File: src/rtl/slow_clock_pkg.sv
// Shared constants and helpers for the multi-channel slow-clock generator.
package slow_clock_pkg;

   localparam int          CNT_W_DEF       = 32;
   localparam int unsigned DEFAULT_DIV_DEF = 100000000;

   function automatic int sel_w(input int n);
      return (n <= 2) ? 1 : $clog2(n);
   endfunction

endpackage

File: src/rtl/slow_clock_chan.sv
// One divider channel: counter, shadow/active divisor, toggle output and tick.
module slow_clock_chan
   import slow_clock_pkg::*;
#(
   parameter int          CNT_W       = CNT_W_DEF,
   parameter int unsigned DEFAULT_DIV = DEFAULT_DIV_DEF
) (
   input  logic             clk_in,
   input  logic             rst,
   input  logic             en,
   input  logic             sync,
   input  logic             wr,
   input  logic [CNT_W-1:0] wr_data,
   output logic             pending,
   output logic             clk_out,
   output logic             tick
);

   logic [CNT_W-1:0] cnt;
   logic [CNT_W-1:0] active_div;
   logic [CNT_W-1:0] shadow_div;
   logic             stopped;
   logic             wrap;
   logic             apply;

   assign stopped = (active_div == '0);
   assign wrap    = en && !stopped && (cnt == active_div - CNT_W'(1));
   // A stopped channel picks up a new divisor on the very next enabled edge.
   assign apply   = pending && (sync || wrap || (en && stopped));

   always_ff @(posedge clk_in or posedge rst) begin
      if (rst) begin
         cnt        <= '0;
         active_div <= CNT_W'(DEFAULT_DIV);
         shadow_div <= '0;
         pending    <= 1'b0;
         clk_out    <= 1'b0;
         tick       <= 1'b0;
      end else begin
         if (sync) begin
            cnt     <= '0;
            clk_out <= 1'b0;
            tick    <= 1'b0;
         end else if (!en || stopped) begin
            if (en) cnt <= '0;
            tick <= 1'b0;
         end else if (wrap) begin
            cnt     <= '0;
            clk_out <= ~clk_out;
            tick    <= 1'b1;
         end else begin
            cnt  <= cnt + CNT_W'(1);
            tick <= 1'b0;
         end
         if (apply) begin
            active_div <= shadow_div;
            pending    <= 1'b0;
         end
         if (wr) begin
            shadow_div <= wr_data;
            pending    <= 1'b1;
         end
      end
   end

endmodule

File: src/rtl/slow_clock_gen.sv
// Multi-channel slow-clock generator; SLOW_CLK_SYNC_EN adds the sync_in
// phase-restart port shared by all channels.
module slow_clock_gen
   import slow_clock_pkg::*;
#(
   parameter int          CHANNELS    = 4,
   parameter int          CNT_W       = CNT_W_DEF,
   parameter int unsigned DEFAULT_DIV = DEFAULT_DIV_DEF,
   localparam int         SEL_W       = sel_w(CHANNELS)
) (
   input  logic                clk_in,
   input  logic                rst,
`ifdef SLOW_CLK_SYNC_EN
   input  logic                sync_in,
`endif
   input  logic [CHANNELS-1:0] en,
   input  logic                div_wr,
   input  logic [SEL_W-1:0]    div_sel,
   input  logic [CNT_W-1:0]    div_data,
   output logic [CHANNELS-1:0] div_pending,
   output logic [CHANNELS-1:0] clk_out,
   output logic [CHANNELS-1:0] tick,
   output logic                led
);

   logic sync;

`ifdef SLOW_CLK_SYNC_EN
   assign sync = sync_in;
`else
   assign sync = 1'b0;
`endif

   // Selects at or beyond CHANNELS match no channel and are dropped.
   for (genvar i = 0; i < CHANNELS; i++) begin : g_chan
      slow_clock_chan #(
         .CNT_W       (CNT_W),
         .DEFAULT_DIV (DEFAULT_DIV)
      ) u_chan (
         .clk_in  (clk_in),
         .rst     (rst),
         .en      (en[i]),
         .sync    (sync),
         .wr      (div_wr && (div_sel == SEL_W'(i))),
         .wr_data (div_data),
         .pending (div_pending[i]),
         .clk_out (clk_out[i]),
         .tick    (tick[i])
      );
   end

   assign led = clk_out[0];

endmodule
File: config.mk
export PLATFORM = sky130hd
export DESIGN_NAME = slow_clock_gen
export DESIGN_NICKNAME = d
export VERILOG_FILES = /design/src/rtl/slow_clock_pkg.sv /design/src/rtl/slow_clock_chan.sv /design/src/rtl/slow_clock_gen.sv
export SDC_FILE = /design/constraint.sdc
export NUM_CORES = 1
export LEC_CHECK = 0
export CORE_UTILIZATION = 40
export DETAILED_ROUTE_END_ITERATION = 8
export DONT_BUFFER_PORTS = 1
export PLACE_DENSITY = 0.55
export SYNTH_ARGS = -nofsm -noshare
export SYNTH_HDL_FRONTEND = slang
export SYNTH_SLANG_ARGS = --single-unit
File: constraint.sdc
create_clock -name clk_in -period 17.1 [get_ports clk_in]
set_input_delay 3.42 -clock clk_in [delete_from_list [all_inputs] [get_ports clk_in]]
set_output_delay 3.42 -clock clk_in [all_outputs]
set_load 0.02 [all_outputs]
==> summary by stage, run 1 <==
Outcome
The flow ran to the end, and the final reports show no timing, DRC or antenna violations.

GRT
The wire length of the first global-routing pass is 89.10 mm. Entering global routing, the biggest net connects 170 pins. The total global routing overflow is 0.

The number of antenna violations at the first check in global routing is 2. The number of global-route vias before repair is between 15k and 20k. Global routing used between 20% and 30% of the available tracks.

Floorplanning
The region available for standard cell placement spans 53,710 um^2. The number of top-level pins is 54. The die area is about 55,000 um^2. From left edge to right edge, the die measures 235.1 um. The number of cell rows is 85. The die span in y is approximately 240 um.

The initial core utilization is 40.48%.

Placement
The number of cells after detailed placement is between 2k and 3k. The number of port buffers is 0. The routability-driven placement congestion ratio is between 0.8 and 0.9. The area of placed instances is around 22,000 um^2. After legalization and detailed placement, the total HPWL measured between 30 and 40 mm.

Synth
The synthesized netlist occupies a cell area of 21,740 um^2. The net count of the mapped netlist is between 2k and 2.5k. The number of flops mapped to enable cells by yosys is 0. The async set-or-reset flop fraction in the synthesized netlist is 100.0%. In the post-synthesis netlist, the biggest area contributors are sky130_fd_sc_hd__dfrtp_1 (40%), sky130_fd_sc_hd__mux2_2 (9.2%), sky130_fd_sc_hd__dfstp_2 (5.8%), sky130_fd_sc_hd__xnor2_1 (4.7%), sky130_fd_sc_hd__xor2_1 (3.9%). In this run the biggest area consumer among cell types represents around two fifths of the synthesized area.

The largest total area in the synthesized netlist belongs to sky130_fd_sc_hd__dfrtp_1. Dividing the synthesized area by the synthesized cell count gives ~11 um^2. The gate count after technology mapping is 2,052. The most used flip-flop cell after synthesis is sky130_fd_sc_hd__dfrtp_1. The number of distinct library cells after synthesis is a little under 90. For this run, the register share of the synthesized area comes to ~46%.

The Yosys warning count is 0. The number of synthesized register bits is approximately 400.

Worst setup path
The worst setup slack for register-to-register paths is 12,470 ps. The worst register-to-register path has a depth of 8. The start point of the critical path is en[0].

For the worst setup path, the data arrival time is about 6200 ps. The critical path capture point type is a flop. The worst setup path endpoint is g_chan[0].u_chan.active_div[2]$_DFFE_PP0P_. The endpoint identified for the worst register-to-register timing path is g_chan[1].u_chan.pending$_DFFE_PP0P_.

The setup path with the least slack is of type in2reg. The required time of the critical path is 17,560 ps. The launching point of the worst reg2reg path is g_chan[1].u_chan.active_div[4]$_DFFE_PP0P_.

The worst setup path is launched from an input port. The critical-path maximum fanout is 32.

Drt
The total detailed-routing wirelength is approximately 55 mm. The first detailed-routing pass took 6 iterations. The routed layout has 15.70k vias. The first routing iteration left 1,070 violations. The number of remaining DRC errors is 0. Dividing the detail-routed wire length by the instance count gives ~20 um. The count of antenna-violating nets left after detailed routing is 0. The mean number of vias per cell is 5.729.

Finish
After the flow finishes, the layout carries non-filler instances totaling around 2.7k. The final core utilization is ~44%. The post-route cell area is 23,750 um^2. The net count reported at finish is a little over 2k.

Cells with a size suffix above 1 make up 18.14% of the layout. The repair_antennas step left the layout with diodes totalling 0. The area growth from synthesis to layout is 9.255%.

Clock tree
The clock insertion delay at the later pin of the skew report is between 500 and 600 ps. Counting every sink on the clock net gives between 300 and 400. The number of buffers added to fix hold violations after cts is 0. TritonCTS built the clock tree. The total setup buffers inserted after CTS is 0. The post-CTS clock slew at the launch and capture registers of the worst setup and hold paths is ~60 ps. TritonCTS created 44 clock buffers. The longest clock path from root to sink contains 3 buffers. In this run, post-CTS repair resized a total of 0 instances. CTS placed an instance of sky130_fd_sc_hd__clkbuf_16 at the clock tree root.

The H-tree was split into 2 levels.

Flow run
Across the run, the number of max-cap violations was 0.

STA
The final number of setup-violating endpoints is 0. Setup repair after global routing left no endpoint under its margin. The worst path needs about 5700 ps of the cycle, external delays included. The hold violation total from the final report is 0. The total count of max-transition violations in the final report is 0.

For this run, the top clock speed supported by timing is approximately 0.18 GHz. On the final layout, the worst clock skew is between 15 and 20 ps. The final-layout setup total negative slack is 0 ps. The worst slew slack as a fraction of its limit is between 20 and 25%. The final critical-path share of the clock period is around a third. At the pin with the least slew margin, the transition time is approximately 1200 ps.

Worst hold path
In this run the worst hold path is classified as reg2reg.

Power
Power comes to roughly 3.5 mW. For this design the static power due to leakage is 10.19 nW. For this design the ratio of total power to cell area is around 150 nW/um^2. The largest voltage drop on the vdd net is roughly 0.00007 V.
[Yosys cell counts (12+ instances only)]
| cell type | n |
|---|---|
| sky130_fd_sc_hd__dfrtp_1 | 348 |
| sky130_fd_sc_hd__buf_2 | 15 |
| sky130_fd_sc_hd__nand3_1 | 109 |
| sky130_fd_sc_hd__mux2_1 | 27 |
| sky130_fd_sc_hd__nand2b_1 | 15 |
| sky130_fd_sc_hd__or3_1 | 33 |
| sky130_fd_sc_hd__nor2_1 | 150 |
| sky130_fd_sc_hd__o2bb2ai_1 | 12 |
| sky130_fd_sc_hd__inv_1 | 56 |
| sky130_fd_sc_hd__a21o_1 | 13 |
| sky130_fd_sc_hd__clkbuf_1 | 64 |
| sky130_fd_sc_hd__a22o_1 | 32 |
| sky130_fd_sc_hd__nor4_1 | 54 |
| sky130_fd_sc_hd__or4_1 | 38 |
| sky130_fd_sc_hd__ha_1 | 12 |
| sky130_fd_sc_hd__buf_4 | 14 |
| sky130_fd_sc_hd__xnor2_1 | 116 |
| sky130_fd_sc_hd__a21oi_1 | 31 |
| sky130_fd_sc_hd__and4_1 | 13 |
| sky130_fd_sc_hd__o311ai_0 | 23 |
| sky130_fd_sc_hd__mux2_2 | 177 |
| sky130_fd_sc_hd__o31ai_1 | 13 |
| sky130_fd_sc_hd__o21ai_0 | 61 |
| sky130_fd_sc_hd__dfstp_2 | 48 |
| sky130_fd_sc_hd__mux2_4 | 30 |
| sky130_fd_sc_hd__and2_1 | 16 |
| sky130_fd_sc_hd__nand4_1 | 37 |
| sky130_fd_sc_hd__xor2_1 | 97 |
| sky130_fd_sc_hd__nand2_1 | 107 |
| sky130_fd_sc_hd__and3_1 | 31 |
| sky130_fd_sc_hd__nor3_1 | 62 |
[worst min-delay path by stage]
| stage | to | start | cells after the start |
|---|---|---|---|
| 6_report | g_chan[3].u_chan.active_div[6]$_DFFE_PP0P_ | g_chan[3].u_chan.shadow_div[6]$_DFFE_PP0P_ | 1 |
| 5_1_grt | g_chan[1].u_chan.active_div[5]$_DFFE_PP0P_ | g_chan[1].u_chan.shadow_div[5]$_DFFE_PP0P_ | 1 |
| 4_1_cts | g_chan[3].u_chan.active_div[6]$_DFFE_PP0P_ | g_chan[3].u_chan.shadow_div[6]$_DFFE_PP0P_ | 1 |
| 3_5_place_dp | g_chan[3].u_chan.active_div[19]$_DFFE_PP0P_ | g_chan[3].u_chan.shadow_div[19]$_DFFE_PP0P_ | 1 |
| 3_3_place_gp | g_chan[1].u_chan.active_div[27]$_DFFE_PP0P_ | g_chan[1].u_chan.shadow_div[27]$_DFFE_PP0P_ | 2 |
| 2_1_floorplan | g_chan[1].u_chan.clk_out$_DFFE_PP0P_ | g_chan[1].u_chan.clk_out$_DFFE_PP0P_ | 1 |
[metal layers]
layer	wire, um	global-route usage [%]	vias to the layer above
met3	2089	2.674	77
met2	25610	32.39	272
li1	-	-	7473
met4	1362	6.240	0
met1	26260	28.60	7881
met5	0	0	-
[stage by stage]
step | setup WS (ps) | hold slack, ps
2_1_floorplan | 2748 | 442.8
3_5_place_dp | 10770 | 467.4
6_report | 11390 | 483.8
3_3_place_gp | 10750 | 458.2
5_1_grt | 10910 | 501.3
4_1_cts | 11380 | 486.5
[cell families after synthesis]
family                   share of synthesized area [%]
multiplexers                                     13.10
XOR/XNOR                                         8.685
AO/OA/AOI/OAI                                    10.19
adder cells (fa/ha/maj)                         0.6907
flip-flops                                       45.86
buffers and inverters                            3.402
AND/OR/NAND/NOR                                  18.07
[registers in the layout (all words and copies together), names as in the netlist]
name / flops
g_chan.u_chan.clk_out: 4
g_chan.u_chan.shadow_div: 128
g_chan.u_chan.active_div: 128
g_chan.u_chan.tick: 4
g_chan.u_chan.cnt: 128
g_chan.u_chan.pending: 4
[power by group]
part / switching, mW / internal [mW]
logic: 0.553 / 0.505
clock network: 0.407 / 0.599
registers: 0.256 / 1.14
[layout make-up]
type	count	area [um^2]
multi-input combinational	1497	11040
clock inverter	21	305.3
timing repair buffer	14	117.6
fill	4945	29960
sequential	396	9970
tap	696	870.8
inverter	56	217.7
clock buffer	61	1226
[placed cells by master, fill, tap and decap left out, drive strengths merged, types with 8 or more instances in the layout]
| cell | count |
|---|---|
| buf | 14 |
| nand4 | 38 |
| nand2 | 107 |
| mux2 | 234 |
| nand2b | 15 |
| or4 | 40 |
| or3 | 33 |
| inv | 59 |
| or2 | 11 |
| a21o | 13 |
| o311ai | 23 |
| xnor2 | 116 |
| and3 | 31 |
| ha | 12 |
| nand3 | 109 |
| mux2i | 10 |
| nor4 | 56 |
| nor4b | 8 |
| and4 | 13 |
| a21oi | 33 |
| xor2 | 97 |
| nor2b | 10 |
| o2bb2ai | 12 |
| o21ai | 66 |
| o211ai | 8 |
| o31ai | 13 |
| nor3 | 62 |
| dfrtp | 348 |
| dfstp | 48 |
| nor2 | 150 |
| clkbuf | 61 |
| and2 | 16 |
| a22o | 32 |
| nor3b | 10 |
[critical path, cell delays in order]
cell                        delay, ps
sky130_fd_sc_hd__inv_1            280
sky130_fd_sc_hd__a2111oi_0        410
sky130_fd_sc_hd__nand2_1          100
sky130_fd_sc_hd__nor4_1           290
sky130_fd_sc_hd__nand4_1          180
sky130_fd_sc_hd__nor4b_2          380
sky130_fd_sc_hd__and2_1           330
sky130_fd_sc_hd__o21ai_4           90
sky130_fd_sc_hd__buf_4            310
sky130_fd_sc_hd__mux2_4           360
(Power assumes the default switching activity.)
==> run 2: changes to the inputs <==
--- a/config.mk
+++ b/config.mk
@@ -8,7 +8,7 @@
 export CORE_UTILIZATION = 40
 export DETAILED_ROUTE_END_ITERATION = 8
 export DONT_BUFFER_PORTS = 1
-export PLACE_DENSITY = 0.55
+export PLACE_DENSITY = 0.57
 export SYNTH_ARGS = -nofsm -noshare
 export SYNTH_HDL_FRONTEND = slang
 export SYNTH_SLANG_ARGS = --single-unit
==> constraint.sdc (replaced) <==
create_clock -name clk_in -period 5 [get_ports clk_in]
set_input_delay 1 -clock clk_in [delete_from_list [all_inputs] [get_ports clk_in]]
set_output_delay 1 -clock clk_in [all_outputs]
set_load 0.02 [all_outputs]
==> run 2 against run 1 <==
  * Non-clock buffer count increased by 12
  * Critical endpoint is now g_chan[0].u_chan.cnt[18]$_DFFE_PP0P_
  * First-iteration DRC count up 11%
  * Combinational power increased to 3.5 times the previous value
  * Worst setup slack worse by 11000 ps
  * Cell count rose by 0.33%
  * Die area is the same
  * Clock skew fell by 11 ps
  * Critical path depth is 1 lower
  * Design area is 0.34% higher
  * Clock power grew to 3.3 times the previous value
  * Core utilization up 0.15 points
==> summary by stage, run 2 (synthesis results as in run 1) <==
Clock tree
Clock tree synthesis selected as its root buffer the cell sky130_fd_sc_hd__clkbuf_16. TritonCTS built the clock tree. The total setup buffers inserted after CTS is 0 (unchanged).

The total clock sinks is 396 (unchanged). The worst-case clock buffer depth came to 3 (unchanged). The number of buffers added to fix hold violations after cts came to 0 (unchanged). The clock buffer count from CTS was 44 (unchanged). The post-CTS clock slew at the launch and capture registers of the worst setup and hold paths is 60 ps (about the same).

The clock insertion delay at the later pin of the skew report is 580 ps (about the same). The number of resized instances in the post-cts repair step is 0 (unchanged). The count of H-tree levels built during CTS was 2 (unchanged).

STA
Setup repair after global routing left no endpoint under its margin. The setup skew after layout was 6.835 ps (-11.38 ps). The total count of max-transition violations in the final report came to 0 (unchanged).

The pin slew with the least headroom to its limit is 1157 ps (-11.34 ps). Derived from the worst setup path, the maximum achievable clock frequency is about 0.23 GHz. The routed design could run at a clock period as short as 4419 ps. The final number of setup-violating endpoints is 0 (unchanged). The hold violation total from the final report is 0 (unchanged). The worst slew slack as a fraction of its limit is 22.88% (+0.76 points). The final critical-path share of the clock period is about nine tenths. The worst hold margin is 342.9 ps (-140.9 ps). The final-layout setup total negative slack is 0 ps (unchanged).

Power
The switching component of the power was 4.162 mW (+240%). The areal power density over the cells is 497.7 nW/um^2 (+240%). The share of total power consumed by net switching was 35.09% (-0.048 points). The post-layout total power is 11.86 mW (+240%).

The internal power of the cells came to 7.700 mW (+240%). The part of the power in combinational logic was 31.3% (+0.7 points). The largest voltage drop on the vdd net came to 0.0002821 V (+300%).

The clock network fraction of design power is 28.4% (-0.7 points). The leakage power is 10.24 nW (+0.51%). The portion of total power attributed to sequential cells is 40.4% (about the same).

GRT
The number of antenna violations at the first check in global routing came to 2 (unchanged). The number of global-route vias before repair is 15.39k (-0.79%). The pin count of the biggest net entering global routing is 126 (-26%). The total global routing overflow is 0 (unchanged). The total routing resource utilization after global routing came to 20.34% (+0.057 points). The wire length of the first global-routing pass is 88.97 mm (-0.15%).

Floorplanning
The die span in x is 235.1 um (unchanged). The die area came to 55,280 um^2 (unchanged). The initial core utilization is 40.48% (unchanged). The die span in y was 235.1 um (unchanged).

The number of cell rows is 85 (unchanged). The number of top-level pins came to 54 (unchanged). The placeable core region came to 53,710 um^2 (unchanged).

Finish
The largest registers in the layout are g_chan.u_chan.active_div: 128 flops, g_chan.u_chan.cnt: 128 flops, g_chan.u_chan.shadow_div: 128 flops. The number of cells in the finished layout apart from fillers is 2,750 (+0.33%). The post-route cell area is 23,830 um^2 (+0.34%). The ratio of cells with drive above 1 in the final layout is 18.65% (+0.50 points). In the layout the commonest cells are sky130_fd_sc_hd__dfrtp_1 (348), sky130_fd_sc_hd__mux2_2 (177), sky130_fd_sc_hd__nor2_1 (150). The net count reported at finish is 2,074 (+0.58%). The antenna cell count came to 0 (unchanged). The library cell used most frequently in the layout, excluding fill and tap cells, is sky130_fd_sc_hd__dfrtp_1. Relative to the synthesized area, the layout overhead comes to 9.629%.

Placement
The area of placed instances came to 22,340 um^2 (+0.56%). The number of port buffers is 0 (unchanged). The routability-driven placement congestion ratio is 0.9099 (+3.7%). The number of cells after detailed placement was 2,671 (+0.45%). The HPWL reported at the end of detailed placement is 39.96 mm (+2.5%).

Drt
The count of antenna-violating nets left after detailed routing is 0 (unchanged). The total detailed-routing wirelength is 55.68 mm (+0.65%). The number of DRC violations after detailed-routing iteration 0 is 1,183 (+11%). The average wire per cell in the routed design is 20.25 um (+0.32%).

The number of search-and-repair iterations in the first detailed-routing pass is 6 (unchanged). The number of remaining DRC errors came to 0 (unchanged). The mean number of vias per cell is 5.765 (+0.63%). The overall via count from detail_route was 15.85k (+0.96%).

Flow run
The max-capacitance violation count is 0 (unchanged).

Worst setup path
The classification of the worst setup path is reg2reg. The arrival time of data at the critical path endpoint is 4870 ps (-1300 ps). The critical-path maximum fanout came to 19 (-41%). The startpoint type of the worst setup path is a flop.

The required time of the critical path is 5450 ps (-12,110 ps). The critical path capture point type is a flop.

Outcome
The flow ran to the end, and the final reports show no timing, DRC or antenna violations.

Worst hold path
The type of the tightest min-delay check is in2async.
## run 2: changes by cell type in the layout (fill, tap and decap cells not counted)
| cell | change |
|---|---|
| sky130_fd_sc_hd__inv_8 | -1 |
| sky130_fd_sc_hd__clkbuf_1 | -3 |
| sky130_fd_sc_hd__bufinv_16 | -1 |
| sky130_fd_sc_hd__buf_12 | +3 |
| sky130_fd_sc_hd__clkbuf_8 | +3 |
| sky130_fd_sc_hd__buf_4 | +9 |
| sky130_fd_sc_hd__inv_16 | -2 |
| sky130_fd_sc_hd__inv_6 | -1 |
| sky130_fd_sc_hd__clkinv_4 | +1 |
| sky130_fd_sc_hd__clkinv_2 | +1 |
## run 2: area by class of cell
| cell class | count | area, um^2 |
|---|---|---|
| repair buffers | 26 | 245.2 |
| clock inverters | 18 | 232.7 |
| fillers | 4963 | 29880 |
| flip-flops and latches | 396 | 9970 |
| clock buffers | 61 | 1256 |
| well taps | 696 | 870.8 |
| multi-input cells | 1497 | 11040 |
| inverters | 56 | 214.0 |
## run 2: power groups by stage
stage / registers (mW) / logic, mW / clock network [mW]
2_1_floorplan: 4.41 / 3.12 / 0
3_3_place_gp: 4.79 / 3.64 / 0
3_5_place_dp: 4.82 / 3.69 / 0
4_1_cts: 4.77 / 3.71 / 3.46
5_1_grt: 4.90 / 4.11 / 3.58
6_report: 4.79 / 3.71 / 3.37
## run 2: stage by stage
step                      setup WS [ps]  utilization [%]
after floorplan                   -1291                -
after global placement            659.2            41.60
after detailed placement          572.6            41.60
after CTS                         559.9            44.37
after global routing              187.3            44.37
final                             580.5            44.37
## run 2: path summary, 6_finish.rpt
| path | cells after the start | startpoint | slack, ps | end |
|---|---|---|---|---|
| min in group clk_in | 1 | g_chan[3].u_chan.shadow_div[3]$_DFFE_PP0P_ | 470 | g_chan[3].u_chan.active_div[3]$_DFFE_PP0P_ |
| hold / removal | 1 | rst | 340 | g_chan[3].u_chan.clk_out$_DFFE_PP0P_ |
| max in group asynchronous | 2 | rst | 3580 | g_chan[0].u_chan.shadow_div[26]$_DFFE_PP0P_ |
| setup / recovery | 9 | g_chan[0].u_chan.active_div[14]$_DFFE_PP1P_ | 580 | g_chan[0].u_chan.cnt[18]$_DFFE_PP0P_ |
| setup reg to reg | 9 | g_chan[0].u_chan.active_div[14]$_DFFE_PP1P_ | 580 | g_chan[0].u_chan.cnt[18]$_DFFE_PP0P_ |
| hold reg to reg | 1 | g_chan[3].u_chan.shadow_div[3]$_DFFE_PP0P_ | 470 | g_chan[3].u_chan.active_div[3]$_DFFE_PP0P_ |
## run 2: worst max-delay path, stage by stage (launching register included)
cell and delay, ps:
sky130_fd_sc_hd__dfstp_2 400, sky130_fd_sc_hd__or4_1 630, sky130_fd_sc_hd__or3_1 520, sky130_fd_sc_hd__nor4_1 560
sky130_fd_sc_hd__a221oi_2 130, sky130_fd_sc_hd__nand4b_1 140, sky130_fd_sc_hd__nor4b_2 60, sky130_fd_sc_hd__a21oi_2 680
sky130_fd_sc_hd__nand2_1 630, sky130_fd_sc_hd__o311ai_0 530
## run 2: per-layer routing
| metal | global-route usage, % | share of wire (%) |
|---|---|---|
| met1 | 28.96 | 48 |
| met3 | 2.357 | 3.9 |
| met5 | 0 | 0 |
| met4 | 7.875 | 3.5 |
| met2 | 31.70 | 45 |
